[config.mk]
export PLATFORM = sky130hd
export DESIGN_NAME = sample_fetch_flat
export DESIGN_NICKNAME = d
export VERILOG_FILES = /design/src/rtl/synth_pkg.sv /design/src/rtl/sample_fetch_if.sv /design/src/rtl/sample_tick_gen.sv /design/src/rtl/sample_fetch.sv /design/src/flat_wrapper.sv
export SDC_FILE = /design/constraint.sdc
export NUM_CORES = 1
export LEC_CHECK = 0
export ABC_CLOCK_PERIOD_IN_PS = 2290
export BUFFER_PORTS_ARGS = -buffer_cell sky130_fd_sc_hd__buf_2
export CAP_MARGIN = 40
export CORE_ASPECT_RATIO = 0.6
export CORE_UTILIZATION = 30
export CTS_CLUSTER_DIAMETER = 30
export DETAILED_ROUTE_END_ITERATION = 8
export PLACE_DENSITY = 0.61
export REMOVE_ABC_BUFFERS = 1
export SETUP_SLACK_MARGIN = 0.02
export SLEW_MARGIN = 20
export SYNTH_ARGS = -nofsm -noshare
export SYNTH_HDL_FRONTEND = slang
export SYNTH_SLANG_ARGS = --single-unit
export TNS_END_PERCENT = 30
[constraint.sdc]
create_clock -name Clk -period 2.29 [get_ports Clk]
set_input_delay 0.458 -clock Clk [delete_from_list [all_inputs] [get_ports Clk]]
set_output_delay 0.458 -clock Clk [all_outputs]
set_load 0.1 [all_outputs]
[src/rtl/synth_pkg.sv]
// Shared types and widths for the synth sample path (incrementer, fetch, mixer, codec).
package synth_pkg;

  localparam int ADDR_W = 20;
  localparam int DATA_W = 16;

  typedef enum logic [1:0] {
    IDLE,
    REQ,
    WAIT_ACK,
    UPDATE
  } fetch_state_t;

  typedef logic signed [DATA_W-1:0] sample_t;

endpackage

[src/rtl/sample_fetch_if.sv]
// Sample-memory read port: req/ack handshake, address held while Mem_Req is high.
interface sample_fetch_if #(
  parameter int ADDR_W = synth_pkg::ADDR_W,
  parameter int DATA_W = synth_pkg::DATA_W
);

  logic              Mem_Req;
  logic [ADDR_W-1:0] Mem_Addr;
  logic              Mem_Ack;
  logic [DATA_W-1:0] Mem_Data;

  modport master (
    output Mem_Req,
    output Mem_Addr,
    input  Mem_Ack,
    input  Mem_Data
  );

  modport slave (
    input  Mem_Req,
    input  Mem_Addr,
    output Mem_Ack,
    output Mem_Data
  );

endinterface

[src/rtl/sample_tick_gen.sv]
// Free-running 0..CLK_DIV-1 counter; tick is high for the single cycle the count sits at CLK_DIV-1.
module sample_tick_gen #(
  parameter int CLK_DIV = 1042
) (
  input  logic Clk,
  input  logic Reset_n,
  output logic tick
);

  localparam int               CNT_W = (CLK_DIV > 1) ? $clog2(CLK_DIV) : 1;
  localparam logic [CNT_W-1:0] LAST  = CNT_W'(CLK_DIV - 1);

  logic [CNT_W-1:0] count;

  // NOTE: registers take non-blocking assignments so every flop samples pre-edge values.
  always_ff @(posedge Clk or negedge Reset_n) begin
    if (!Reset_n) begin
      count <= '0;
    end else if (count == LAST) begin
      count <= '0;
    end else begin
      count <= count + CNT_W'(1);
    end
  end

  assign tick = (count == LAST);

endmodule

[src/rtl/sample_fetch.sv]
// Paces playback: one memory fetch per sample period, one Sample_Valid pulse per period, silence at note end.
module sample_fetch #(
  parameter int ADDR_W  = synth_pkg::ADDR_W,
  parameter int DATA_W  = synth_pkg::DATA_W,
  parameter int CLK_DIV = 1042
) (
  input  logic                     Clk,
  input  logic                     Reset_n,
  input  logic        [ADDR_W-1:0] Address,
  input  logic        [ADDR_W-1:0] End_Address,
  input  logic                     note_start,
  input  logic                     invalid_note,
  output logic                     increment,
  sample_fetch_if.master           mem,
  output logic signed [DATA_W-1:0] Sample,
  output logic                     Sample_Valid,
  output logic                     note_done,
  output logic                     Overrun
);

  import synth_pkg::*;

  fetch_state_t state, next_state;

  logic              tick;
  logic              fetching;
  logic              silence;
  logic              drop_data;
  logic              discard_q;
  logic [ADDR_W-1:0] mem_addr_q;

  logic                     discard_d;
  logic [ADDR_W-1:0]        mem_addr_d;
  logic signed [DATA_W-1:0] sample_d;
  logic                     valid_d;
  logic                     inc_d;
  logic                     done_d;
  logic                     overrun_d;

  sample_tick_gen #(
    .CLK_DIV (CLK_DIV)
  ) u_tick_gen (
    .Clk     (Clk),
    .Reset_n (Reset_n),
    .tick    (tick)
  );

  assign fetching = (state == REQ) || (state == WAIT_ACK);
  // A note_start coinciding with the tick must override a stale note_done.
  assign silence   = invalid_note || (note_done && !note_start);
  assign drop_data = discard_q || note_start;

  always_ff @(posedge Clk or negedge Reset_n) begin
    if (!Reset_n) begin
      state <= IDLE;
    end else begin
      state <= next_state;
    end
  end

  always_comb begin
    next_state = state;
    unique case (state)
      IDLE:          if (tick && !silence) next_state = REQ;
      REQ, WAIT_ACK: next_state = mem.Mem_Ack ? UPDATE : WAIT_ACK;
      UPDATE:        next_state = IDLE;
      default:       next_state = IDLE;
    endcase
  end

  // Next values for the registered outputs; they land in the UPDATE cycle.
  always_comb begin
    // NOTE: every output gets a default first so no path leaves it unassigned (no latch).
    discard_d  = discard_q;
    mem_addr_d = mem_addr_q;
    sample_d   = Sample;
    valid_d    = 1'b0;
    inc_d      = 1'b0;
    done_d     = note_start ? 1'b0 : note_done;
    overrun_d  = Overrun || (tick && (state != IDLE));

    unique case (state)
      IDLE: begin
        if (tick && silence) begin
          sample_d = '0;
          valid_d  = 1'b1;
        end else if (tick) begin
          mem_addr_d = Address;
        end
      end
      REQ, WAIT_ACK: begin
        if (note_start) discard_d = 1'b1;
        if (mem.Mem_Ack && !drop_data) begin
          sample_d = mem.Mem_Data;
          valid_d  = 1'b1;
          if (mem_addr_q < End_Address) inc_d  = 1'b1;
          else                          done_d = 1'b1;
        end
      end
      UPDATE:  discard_d = 1'b0;
      default: discard_d = 1'b0;
    endcase
  end

  always_ff @(posedge Clk or negedge Reset_n) begin
    if (!Reset_n) begin
      discard_q    <= 1'b0;
      mem_addr_q   <= '0;
      Sample       <= '0;
      Sample_Valid <= 1'b0;
      increment    <= 1'b0;
      note_done    <= 1'b0;
      Overrun      <= 1'b0;
    end else begin
      discard_q    <= discard_d;
      mem_addr_q   <= mem_addr_d;
      Sample       <= sample_d;
      Sample_Valid <= valid_d;
      increment    <= inc_d;
      note_done    <= done_d;
      Overrun      <= overrun_d;
    end
  end

  // Request is a pure function of state so an async reset drops it at once.
  assign mem.Mem_Req  = fetching;
  assign mem.Mem_Addr = mem_addr_q;

endmodule

[src/flat_wrapper.sv]
// flat-port wrapper written by rule: the top's interface ports become plain ports
module sample_fetch_flat import synth_pkg::*;
#(
  parameter int ADDR_W  = synth_pkg::ADDR_W,
  parameter int DATA_W  = synth_pkg::DATA_W,
  parameter int CLK_DIV = 1042
)
  (Clk, Reset_n, Address, End_Address, note_start, invalid_note, increment, Sample, Sample_Valid, note_done, Overrun, mem_Mem_Req, mem_Mem_Addr, mem_Mem_Ack, mem_Mem_Data);
  sample_fetch_if #(.ADDR_W(ADDR_W), .DATA_W(DATA_W)) mem_i ();
  input  logic Clk;
  input  logic Reset_n;
  input  logic        [ADDR_W-1:0] Address;
  input  logic        [ADDR_W-1:0] End_Address;
  input  logic note_start;
  input  logic invalid_note;
  output logic increment;
  output logic signed [DATA_W-1:0] Sample;
  output logic Sample_Valid;
  output logic note_done;
  output logic Overrun;
  output wire logic [$bits(mem_i.Mem_Req)-1:0] mem_Mem_Req;
  output wire logic [$bits(mem_i.Mem_Addr)-1:0] mem_Mem_Addr;
  input wire logic [$bits(mem_i.Mem_Ack)-1:0] mem_Mem_Ack;
  input wire logic [$bits(mem_i.Mem_Data)-1:0] mem_Mem_Data;
  assign mem_Mem_Req = mem_i.Mem_Req;
  assign mem_Mem_Addr = mem_i.Mem_Addr;
  assign mem_i.Mem_Ack = mem_Mem_Ack;
  assign mem_i.Mem_Data = mem_Mem_Data;
  sample_fetch #(.ADDR_W(ADDR_W), .DATA_W(DATA_W), .CLK_DIV(CLK_DIV)) u_core (.Clk(Clk), .Reset_n(Reset_n), .Address(Address), .End_Address(End_Address), .note_start(note_start), .invalid_note(invalid_note), .increment(increment), .mem(mem_i), .Sample(Sample), .Sample_Valid(Sample_Valid), .note_done(note_done), .Overrun(Overrun));
endmodule
# Yosys cells after proc, flatten, opt, wreduce, memory -nomap -nowiden
# Index checks and enable logic that the tools add are counted.
# totals
ff_bits,54
in_bits,61
output_inout_bits,41
elab_cells,59
# classes
muxes,19
n_eq_ne,8
reduce_logical,20
order_cmp,1
addsub,1
bitwise_logic,1
# op_table
cell,count
16-bit two-way mux,2
16-bit case mux with 2 select lines,1
20-bit less-than comparator,1
"11-bit by 1-bit adder with 11-bit output, second input constant",1
"11-bit == test, second input constant",1
1-bit two-way mux,11
11-bit two-way mux,1
"2-bit by 1-bit inequality test with 1-bit output, second input constant",3
2-bit case mux with 3 select lines,1
3-bit AND reduction,2
2-bit nonzero test,3
1-bit logical AND,5
"2-bit == test, second input constant",2
1-bit logical OR,4
1-bit case mux with 2 select lines,2
1-bit zero test,3
"2-bit by 1-bit == test with 1-bit output, second input constant",1
2-bit zero test,1
2-bit two-way mux,1
"2-bit inequality test, second input constant",1
2-bit AND reduction,1
2-bit OR reduction,1
1-bit NOT,1

# Logic depth before layout (Yosys ltp)
# Gate-level depths: netlist (run 1).
# depth
depth_word,7
mapped_depth,8
depth_no_buf,7

# By module
# Synthesis (run 1) repeated with hierarchy kept, for this count alone.
# unflattened
hier_cells,257
area_unflattened_um2,2711.4
# by_module_without_submodules
mod,cells_each,seq_area_each_um2,instances,area_each_um2
sample_fetch,209,1076.0,1,2188.3
sample_tick_gen,48,275.3,1,523.0

# Least setup slack after synthesis (run 1)
# OpenSTA, ideal clock, no wires.
# synth_timing
path_kind,register -> register
from,reg u_core.state[0]
to,reg u_core.Sample[10]
t_required_ps,2222
synth_period_minus_slack_ps,2348
arrival_time_ps,2281
path_buffers,1
setup_time_ps,68
slack_ps,-58
stages_incl_launch_ff,7
path_cell_list,dfrtp_1 -> inv_1 -> ha_1 -> nand3_1 -> nor3b_4 -> buf_6 -> a22o_2
# synth_via
elab_chain_cells,4
word_cells_on_any_way,9
classes_between,4 x eq/ne; 1 x mux; 4 x reduce/logical
# synth_lines
item,line_no,text
from (decl),sample_fetch.sv:23,"fetch_state_t state, next_state;"
from (signal assigned),sample_fetch.sv:57,state <= next_state;
2-bit == test / 2-bit by 1-bit == test with 1-bit output (equally long branches),sample_fetch.sv:82,unique case (state)
2-bit OR reduction,sample_fetch.sv:82,
2-bit by 1-bit inequality test with 1-bit output (no line) / 2-bit nonzero test (equally long branches),--,
3-bit AND reduction (no line),--,
to (signal assigned),sample_fetch.sv:117,Sample <= sample_d;
to (decl),sample_fetch.sv:15,"output logic signed [DATA_W-1:0] Sample,"
# Several ways; a longest one is shown, not always the timed one.
# A chain may end at the register's enable or synchronous reset.

# Worst setup path after layout (run 1)
# layout_timing
from,reg u_core.state[0]
to,out mem_Mem_Req
# layout_via
elab_chain_cells,2
word_cells_on_any_way,3
classes_between,2 x eq/ne; 1 x reduce/logical
# layout_lines
item,line_no,text
2-bit by 1-bit == test with 1-bit output / 2-bit == test (equally long branches),sample_fetch.sv:48,assign fetching = (state == REQ) || (state == WAIT_ACK);
1-bit logical OR (*),sample_fetch.sv:48,
to (decl),flat_wrapper.sv:21,output wire logic [$bits(mem_i.Mem_Req)-1:0] mem_Mem_Req;
# Mark *: on every way between the ends. The rest lies on a longest branch, timed or not.

==> metrics.cfg, run 1 <==
[power]
power_switching_share_pct = 22.4
p_int_w = 0.00141
worst_ir_drop_vdd_v = 0.000278
switching_power_w = 0.000408
power_leakage_nw = 1.94
seqPwrFrac_pct = 52.3
clkPwrFrac_pct = 42.2
power.density_nw_per_um2 = 528
combPwrFrac_pct = 5.5

[setup_path]
reg2reg_depth = 7
r2r-start = u_core.u_tick_gen.count[1]$_DFF_PN0_
path_class = flop to output port
path_max_fanout = 6
cp-endpoint = mem_Mem_Req
rr_endpoint = u_core.Sample[8]$_DFFE_PN0P_
critPathLaunch = u_core.state[0]$_DFFE_PN0P_
startpoint_type = flop
cp_data_required_time_ns = 1.83
endpoint_kind = output port
arrival_ns = 1.59
rrSetupSlack_ns = 0.28

[synth]
yosys-top-cells-area = dfrtp_1, ha_1, mux2_2
netlist_area_um2 = 2690
synthMostInstantiatedCell = dfrtp_1
ys.warnings.count = 0
synth_commonest_cells = dfrtp_1, inv_1, ha_1
synth_edf_count = 0
synth_top_area_cell = dfrtp_1
synth_top_area_share_pct = 50.3
ys_async_sr_fraction_pct = 100
ys_seq_area_share_pct = 50.3
synth-main-ff-cell = dfrtp_1
syn_inst = 225
ys_types = 33
syn_avg_cell_area_um2 = 11.9
ys_ff_latch = 54

[hold_path]
hold_class = primary input to async pin

[finish]
num_antenna_cells = 0
stdcell_count = 444
fin_nets = 415
fin_area_um2 = 3450
drive_gt1_share_pct = 44.6
fill_cells = 849
area_delta_synth_final_pct = 28.5

[timing]
setup_viol = 0
finalCritPeriodShare_pct = 89.4
max_freq_ghz = 0.489
hold_viol_final = 0
worstMarginPinSlew_ns = 0.590
drv_slew = 0
setup_slack_ns = 0.243
period_needed_ns = 2.05
setup_tns_ns = 0
slew_headroom_pct = 60.7
hold-worst-slack_ns = 0.159
finClkSkew_ns = 0.00795
rsz0062_at_grt = false

[route]
final_antenna_net_count = 0
firstDrtPassIters = 4
wl_met2_mm = 2.41
via_per_inst = 4.47
vias = 1985
routed_wl_mm = 5.70
top_layer_used = met4
drtIter0Drc = 87
met1_length_mm = 2.89
route.detailed.drc = 0
wire_per_inst_um = 12.8
dr_wl_met3_um = 387

[clock_tree]
hold_buffers = 0
cts_root_buf = clkbuf_16
clk_pin_slew_ns = 0.08
cts_setup_buffers = 0
cts_max_level = 2
cts_tree = yes
cts_resized = 0
clkLatencyLatePin_ns = 0.29
clockBufferDepth = 2
clock-sinks = 54
cts_buffers = 5

[global_route]
grt_pass1_vias = 1891
grt_max_degree = 31
grt-ovfl-total = 0
grt_usage_pct = 12.7
antenna_found_initial = 0
grt_pass1_wl_mm = 8.93

[placement]
io_buffer_count = 101
dp_slack_ns = 0.243
dp_cells = 436
postPlaceCellArea_um2 = 3300
place_hpwl_mm = 4.43
gp_congestion = 0.750

[die]
die_h_um = 75.3
start_util_pct = 31.3
ios = 102
coreArea_um2 = 8590
rows = 26
die_x_um = 124
die_area_um2 = 9350

[flow_run]
maxCapViolCount = 0

[run_status]
outcome = finished, final reports clean

critical path: stages (launching register included):
cell and delay (ns):
dfrtp_1 0.35, inv_1 0.06, ha_1 0.42, buf_2 0.48
worst min path at each step:
stage                                                    start  slack, ns                                    to
after global routing                                   Reset_n       0.19          u_core.Sample[0]$_DFFE_PN0P_
after detailed placement  u_core.u_tick_gen.count[0]$_DFF_PN0_       0.49  u_core.u_tick_gen.count[0]$_DFF_PN0_
after floorplan                                        Reset_n       0.16              u_core.Overrun$_DFF_PN0_
final                                                  Reset_n       0.16          u_core.Sample[0]$_DFFE_PN0P_
after global placement    u_core.u_tick_gen.count[0]$_DFF_PN0_       0.47  u_core.u_tick_gen.count[0]$_DFF_PN0_
after CTS                                              Reset_n       0.18          u_core.Sample[3]$_DFFE_PN0P_
routing by layer:
metal | vias up | GRT usage [%]
met1 | 920 | 18.3
met2 | 59 | 18.8
met5 | - | 0
met4 | 0 | 1.98
met3 | 5 | 4.27
li1 | 1001 | -
final cells by class:
class | instances | area, µm² | area share, %
clock buffers | 5 | 125 | 3.62
clock inverters | 3 | 25.0 | 0.724
inverters | 25 | 93.8 | 2.72
multi-input cells | 141 | 1180 | 34.1
flip-flops and latches | 54 | 1350 | 39.1
well taps | 112 | 140 | 4.06
repair buffers | 104 | 541 | 15.6
power by group through the flow:
| stage | Combinational, W | Clock (W) | Sequential, W |
|---|---|---|---|
| floorplan | 0.0000228 | 0 | 0.000972 |
| global placement | 0.000102 | 0 | 0.000972 |
| detailed placement | 0.000104 | 0 | 0.000972 |
| CTS | 0.000104 | 0.000806 | 0.000952 |
| global route | 0.000117 | 0.000840 | 0.000952 |
| finish | 0.000101 | 0.000769 | 0.000953 |
state kept, by name (all words and copies together) (netlist names):
| register | count |
|---|---|
| u_core.Overrun | 1 |
| u_core.discard_q | 1 |
| u_core.increment | 1 |
| u_core.note_done | 1 |
| u_core.Sample_Valid | 1 |
| u_core.Sample | 16 |
| u_core.state | 2 |
| u_core.mem.Mem_Addr | 20 |
| u_core.u_tick_gen.count | 11 |
cells in the final DEF, fill, tap and decap left out, types with 2 or more instances in the layout:
cell / synthesis / final
buf_2: 0 / 101
xnor2_1: 6 / 6
nor2_1: 13 / 13
ha_1: 23 / 23
clkbuf_16: 0 / 5
buf_4: 0 / 2
o21ai_0: 4 / 4
a22o_1: 6 / 6
nor2b_1: 4 / 4
mux2_2: 21 / 21
a21oi_1: 10 / 10
xor2_1: 3 / 3
nand3_1: 5 / 5
nand2_1: 11 / 11
mux2i_1: 2 / 2
nand4_1: 6 / 6
dfrtp_1: 54 / 54
a21o_1: 3 / 3
inv_1: 25 / 25
a22o_2: 10 / 10
logic make-up (layout without fill, tap and decap cells):
kind of cell	Yosys count	in the layout	share of synthesized area [%]
AO/OA/AOI/OAI	40	40	11.3
XOR/XNOR	9	9	2.93
adder cells (fa/ha/maj)	23	23	10.7
buffers and inverters	30	137	5.87
flip-flops	54	54	50.3
multiplexers	23	23	9.54
AND/OR/NAND/NOR	46	46	9.36
metrics by stage:
stage | utilization [%] | total power, W
2_1_floorplan | - | 0.000995
6_report | 40.2 | 0.00182
5_1_grt | 40.2 | 0.00191
3_5_place_dp | 38.5 | 0.00108
4_1_cts | 40.2 | 0.00186
3_3_place_gp | 38.5 | 0.00107
Power figures use the tool's default switching activity.
==> run 2: changes to the inputs <==
CELL_PAD_IN_SITES_DETAIL_PLACEMENT = 1   (was default)
CELL_PAD_IN_SITES_GLOBAL_PLACEMENT = 1   (was default)
PLACE_DENSITY = 0.74   (was 0.61)
==> metrics.cfg, run 2 (synthesis gave the netlist of run 1 again) <==
[run_status]
outcome = finished, final reports clean

[finish]
stdcell_count = 443
multi_input_area_um2 = 1180
ff_latch_area_um2 = 1350
fill_cells = 994
mostFrequentLayoutCell = buf_2
largest_reg_flops = 20
area_delta_synth_final_pct = 28.8
num_antenna_cells = 0
fin_nets = 415
drive_gt1_share_pct = 44.4
final_cell_mix = buf_2, dfrtp_1, inv_1
fin_area_um2 = 3460

[clock_tree]
clockBufferDepth = 2
cts_setup_buffers = 0
cts_resized = 0
clkLatencyLatePin_ns = 0.29
cts_max_level = 2
clock-sinks = 54
cts_tree = yes
cts_buffers = 5
clk_pin_slew_ns = 0.07
hold_buffers = 0
cts_root_buf = clkbuf_16

[hold_path]
hold_class = primary input to async pin

[placement]
io_buffer_count = 101
place_hpwl_mm = 5.31
dp_cells = 436
gp_congestion = 0.745
postPlaceCellArea_um2 = 3290

[route]
final_antenna_net_count = 0
firstDrtPassIters = 4
via_per_inst = 4.65
vias = 2061
wire_per_inst_um = 14.9
routed_wl_mm = 6.59
drtIter0Drc = 31
route.detailed.drc = 0

[die]
die_h_um = 75.3
die_x_um = 124
start_util_pct = 31.3
coreArea_um2 = 8590
die_area_um2 = 9350
ios = 102
rows = 26

[setup_path]
path_class = flop to flop
r2r-start = u_core.u_tick_gen.count[1]$_DFF_PN0_
startpoint_type = flop
path_max_fanout = 20
critPathLaunch = u_core.u_tick_gen.count[1]$_DFF_PN0_
arrival_ns = 2.27
cp_data_required_time_ns = 2.46
endpoint_kind = flop

[global_route]
grt_pass1_vias = 2139
antenna_found_initial = 0
grt_pass1_wl_mm = 10.5
grt_max_degree = 25
grt_usage_pct = 15.0
grt-ovfl-total = 0

[timing]
period_needed_ns = 2.10
worstMarginPinSlew_ns = 0.546
hold-worst-slack_ns = 0.142
slew_headroom_pct = 63.5
max_freq_ghz = 0.477
finalCritPeriodShare_pct = 91.6
finClkSkew_ns = 0.00808
hold_viol_final = 0
rsz0062_at_grt = false
setup_viol = 0
drv_slew = 0

[power]
power.density_nw_per_um2 = 556
power_leakage_nw = 1.95
worst_ir_drop_vdd_v = 0.000267

[flow_run]
maxCapViolCount = 0

[run 2: metrics by stage]
| stage | total power, W | setup slack [ns] | utilization [%] | setup TNS [ns] |
|---|---|---|---|---|
| floorplan | 0.000995 | -0.120 | - | -1.81 |
| global placement | 0.00107 | 0.289 | 38.3 | 0 |
| detailed placement | 0.00108 | 0.214 | 38.3 | 0 |
| CTS | 0.00196 | 0.171 | 40.3 | 0 |
| global route | 0.00201 | 0.0851 | 40.3 | 0 |
| finish | 0.00193 | 0.193 | 40.3 | 0 |
[run 2: routing by layer]
layer  share of wire, %  vias to the layer above  GRT usage [%]
met3                4.9                        6           3.22
li1                   -                      997              -
met5                  0                        -              0
met1                 47                      996           20.9
met2                 47                       62           23.6
met4               0.93                        0           5.03
[run 2: where the power goes]
group	internal [W]	switching, W
registers	0.000953	0
logic	0.0000498	0.0000535
clock network	0.000540	0.000329
total	0.00154	0.000382
[run 2: critical path, stage by stage (launching register included)]
cell and delay, ns:
dfrtp_1 0.40, inv_1 0.06, ha_1 0.12, nor4b_2 0.22, and4_2 0.37, and3_4 0.42, mux2_2 0.39
[run 2: worst paths after layout]
check	slack, ns	cells after the start	endpoint
hold reg to reg	0.50	1	u_core.Sample[13]$_DFFE_PN0P_
setup reg to reg	0.19	6	u_core.mem.Mem_Addr[8]$_DFFE_PN0P_
min in group Clk	0.39	2	u_core.Sample[10]$_DFFE_PN0P_
max in group asynchronous	1.53	2	u_core.u_tick_gen.count[10]$_DFF_PN0_
hold / removal	0.14	1	u_core.Sample[3]$_DFFE_PN0P_
setup / recovery	0.19	6	u_core.mem.Mem_Addr[8]$_DFFE_PN0P_
[run 2: area by class of cell]
type / count / area share, %
repair buffers: 104 / 15.3
clock buffers: 6 / 4.01
well taps: 112 / 4.05
flip-flops and latches: 54 / 39.0
multi-input cells: 141 / 34.1
clock inverters: 1 / 0.868
inverters: 25 / 2.71
==> run 3: changes to the inputs <==
ABC_AREA = 1   (was default)
PLACE_DENSITY = 0.77   (was 0.74)
==> metrics.cfg, run 3 <==
[finish]
mostFrequentLayoutCell = nand2_1
area_delta_synth_final_pct = 28.5
fin_area_um2 = 3780
fin_nets = 546
postLayoutCoreUtil_pct = 40.4
drive_gt1_share_pct = 26.3
largest_reg_flops = 20
multi_input_area_um2 = 1350
ff_latch_area_um2 = 1350
final_cell_mix = nand2_1, buf_2, dfrtp_1
num_antenna_cells = 0
fill_cells = 1154
stdcell_count = 593

[setup_path]
reg2reg_depth = 7
slowest_stage = buf_2
endpoint_kind = output port
critPathTopFamily = buffers and inverters
rrSetupSlack_ns = 0.49
path_max_fanout = 7
rr_endpoint = u_core.Sample[10]$_DFFE_PN0P_
startpoint_type = flop
arrival_ns = 1.61
path_cells = inv_1, ha_1, buf_2
cpPeakStageDelay_ns = 0.47
path_buf_inv = 2
critPathLaunch = u_core.state[1]$_DFFE_PN0P_
path_class = flop to output port
cp_data_required_time_ns = 1.83
r2r-start = u_core.state[1]$_DFFE_PN0P_

[synth]
synth_top_area_cell = dfrtp_1
ys_seq_area_share_pct = 45.9
synth-main-ff-cell = dfrtp_1
synth_commonest_cells = nand2_1, dfrtp_1, inv_1
yosys-top-cells-area = dfrtp_1, nand2_1, ha_1
synthMostInstantiatedCell = nand2_1
ys_ff_latch = 54
syn_inst = 360
synth_top_area_share_pct = 45.9
syn_avg_cell_area_um2 = 8.18
ys_async_sr_fraction_pct = 100
synth_edf_count = 0
ys_types = 26
ys.warnings.count = 0
netlist_area_um2 = 2940

[die]
rows = 27
start_util_pct = 31.5
ios = 102
die_x_um = 130
die_area_um2 = 10200
die_h_um = 78.7
coreArea_um2 = 9360

[power]
p_int_w = 0.00195
combPwrFrac_pct = 47.9
power.density_nw_per_um2 = 1060
worst_ir_drop_vdd_v = 0.000821
switching_power_w = 0.00207
power_w = 0.00401
clkPwrFrac_pct = 22.7
power_switching_share_pct = 51.5
seqPwrFrac_pct = 29.4
power_leakage_nw = 2.28

[route]
drtIter0Drc = 73
routed_wl_mm = 8.65
final_antenna_net_count = 0
route.detailed.drc = 0
vias = 2794
wire_per_inst_um = 14.6
firstDrtPassIters = 4
via_per_inst = 4.71

[timing]
worstMarginPinSlew_ns = 0.501
finClkSkew_ns = 0.00643
setup_tns_ns = 0
finalCritPeriodShare_pct = 90.4
setup_viol = 0
period_needed_ns = 2.07
max_freq_ghz = 0.483
hold_viol_final = 0
rsz0062_at_grt = false
slew_headroom_pct = 66.8
drv_slew = 0

[global_route]
grt_usage_pct = 18.0
grt_pass1_vias = 2925
antenna_found_initial = 0
grt_pass1_wl_mm = 14.2
grt-ovfl-total = 0
grt_max_degree = 55

[clock_tree]
clockBufferDepth = 2
hold_buffers = 0
clk_pin_slew_ns = 0.08
cts_buffers = 5
cts_root_buf = clkbuf_16
cts_tree = yes
cts_max_level = 2
clkLatencyLatePin_ns = 0.30
cts_setup_buffers = 0
clock-sinks = 54
cts_resized = 0

[placement]
dp_cells = 585
io_buffer_count = 101
gp_congestion = 0.775
place_hpwl_mm = 6.59
postPlaceCellArea_um2 = 3610

[flow_run]
maxCapViolCount = 0

[hold_path]
hold_class = primary input to async pin

[run_status]
outcome = finished, final reports clean

[run 3: area by class of cell]
class,count,share of cell area [%]
clock buffers,5,3.31
clock inverters,3,1.26
inverters,48,4.76
multi-input cells,245,35.6
flip-flops and latches,54,35.7
well taps,130,4.30
repair buffers,108,15.1
[run 3: worst max path at each step]
stage | endpoint | slack, ns | depth (start not counted)
finish | mem_Mem_Req | 0.22 | 3
global placement | u_core.Sample[10]$_DFFE_PN0P_ | 0.55 | 7
detailed placement | u_core.Sample[10]$_DFFE_PN0P_ | 0.48 | 7
global route | mem_Mem_Req | 0.13 | 3
CTS | mem_Mem_Req | 0.20 | 3
floorplan | u_core.mem.Mem_Addr[0]$_DFFE_PN0P_ | -0.03 | 7
[run 3: cells by family after synthesis]
family / Yosys count / share of synthesized area, %
XOR/XNOR: 9 / 2.68
AND/OR/NAND/NOR: 199 / 30.7
AO/OA/AOI/OAI: 14 / 2.55
buffers and inverters: 61 / 8.37
adder cells (fa/ha/maj): 23 / 9.77
flip-flops: 54 / 45.9
[run 3: power groups by stage]
stage | Combinational, W | Clock [W] | Sequential [W]
after floorplan | 0.000647 | 0 | 0.00202
after global placement | 0.00189 | 0 | 0.00119
after detailed placement | 0.00193 | 0 | 0.00120
after CTS | 0.00194 | 0.000933 | 0.00118
after global routing | 0.00204 | 0.000967 | 0.00120
final | 0.00192 | 0.000911 | 0.00118
[run 3: worst reg2reg max path, stage by stage, from the launching register on]
cell and delay, ns:
dfrtp_1 0.40, inv_1 0.06, ha_1 0.39, inv_1 0.09, nor2_2 0.37, buf_4 0.25, nand4_1 0.11, nand2_1 0.08
[run 3: per-layer routing]
layer | vias to the layer above | part of all wire [%] | routed length (µm) | global-route usage, %
met3 | 10 | 6.7 | 577 | 4.92
met1 | 1345 | 47 | 4090 | 23.7
met2 | 80 | 45 | 3910 | 29.5
met4 | 0 | 0.86 | 74 | 3.84
met5 | - | 0 | 0 | 0
li1 | 1359 | - | - | -
[run 3: stage by stage]
step | hold WS [ns] | worst slack (ns)
6_report | 0.132 | 0.219
5_1_grt | 0.163 | 0.133
4_1_cts | 0.155 | 0.195
3_5_place_dp | 0.458 | 0.481
3_3_place_gp | 0.452 | 0.549
2_1_floorplan | 0.162 | -0.0325
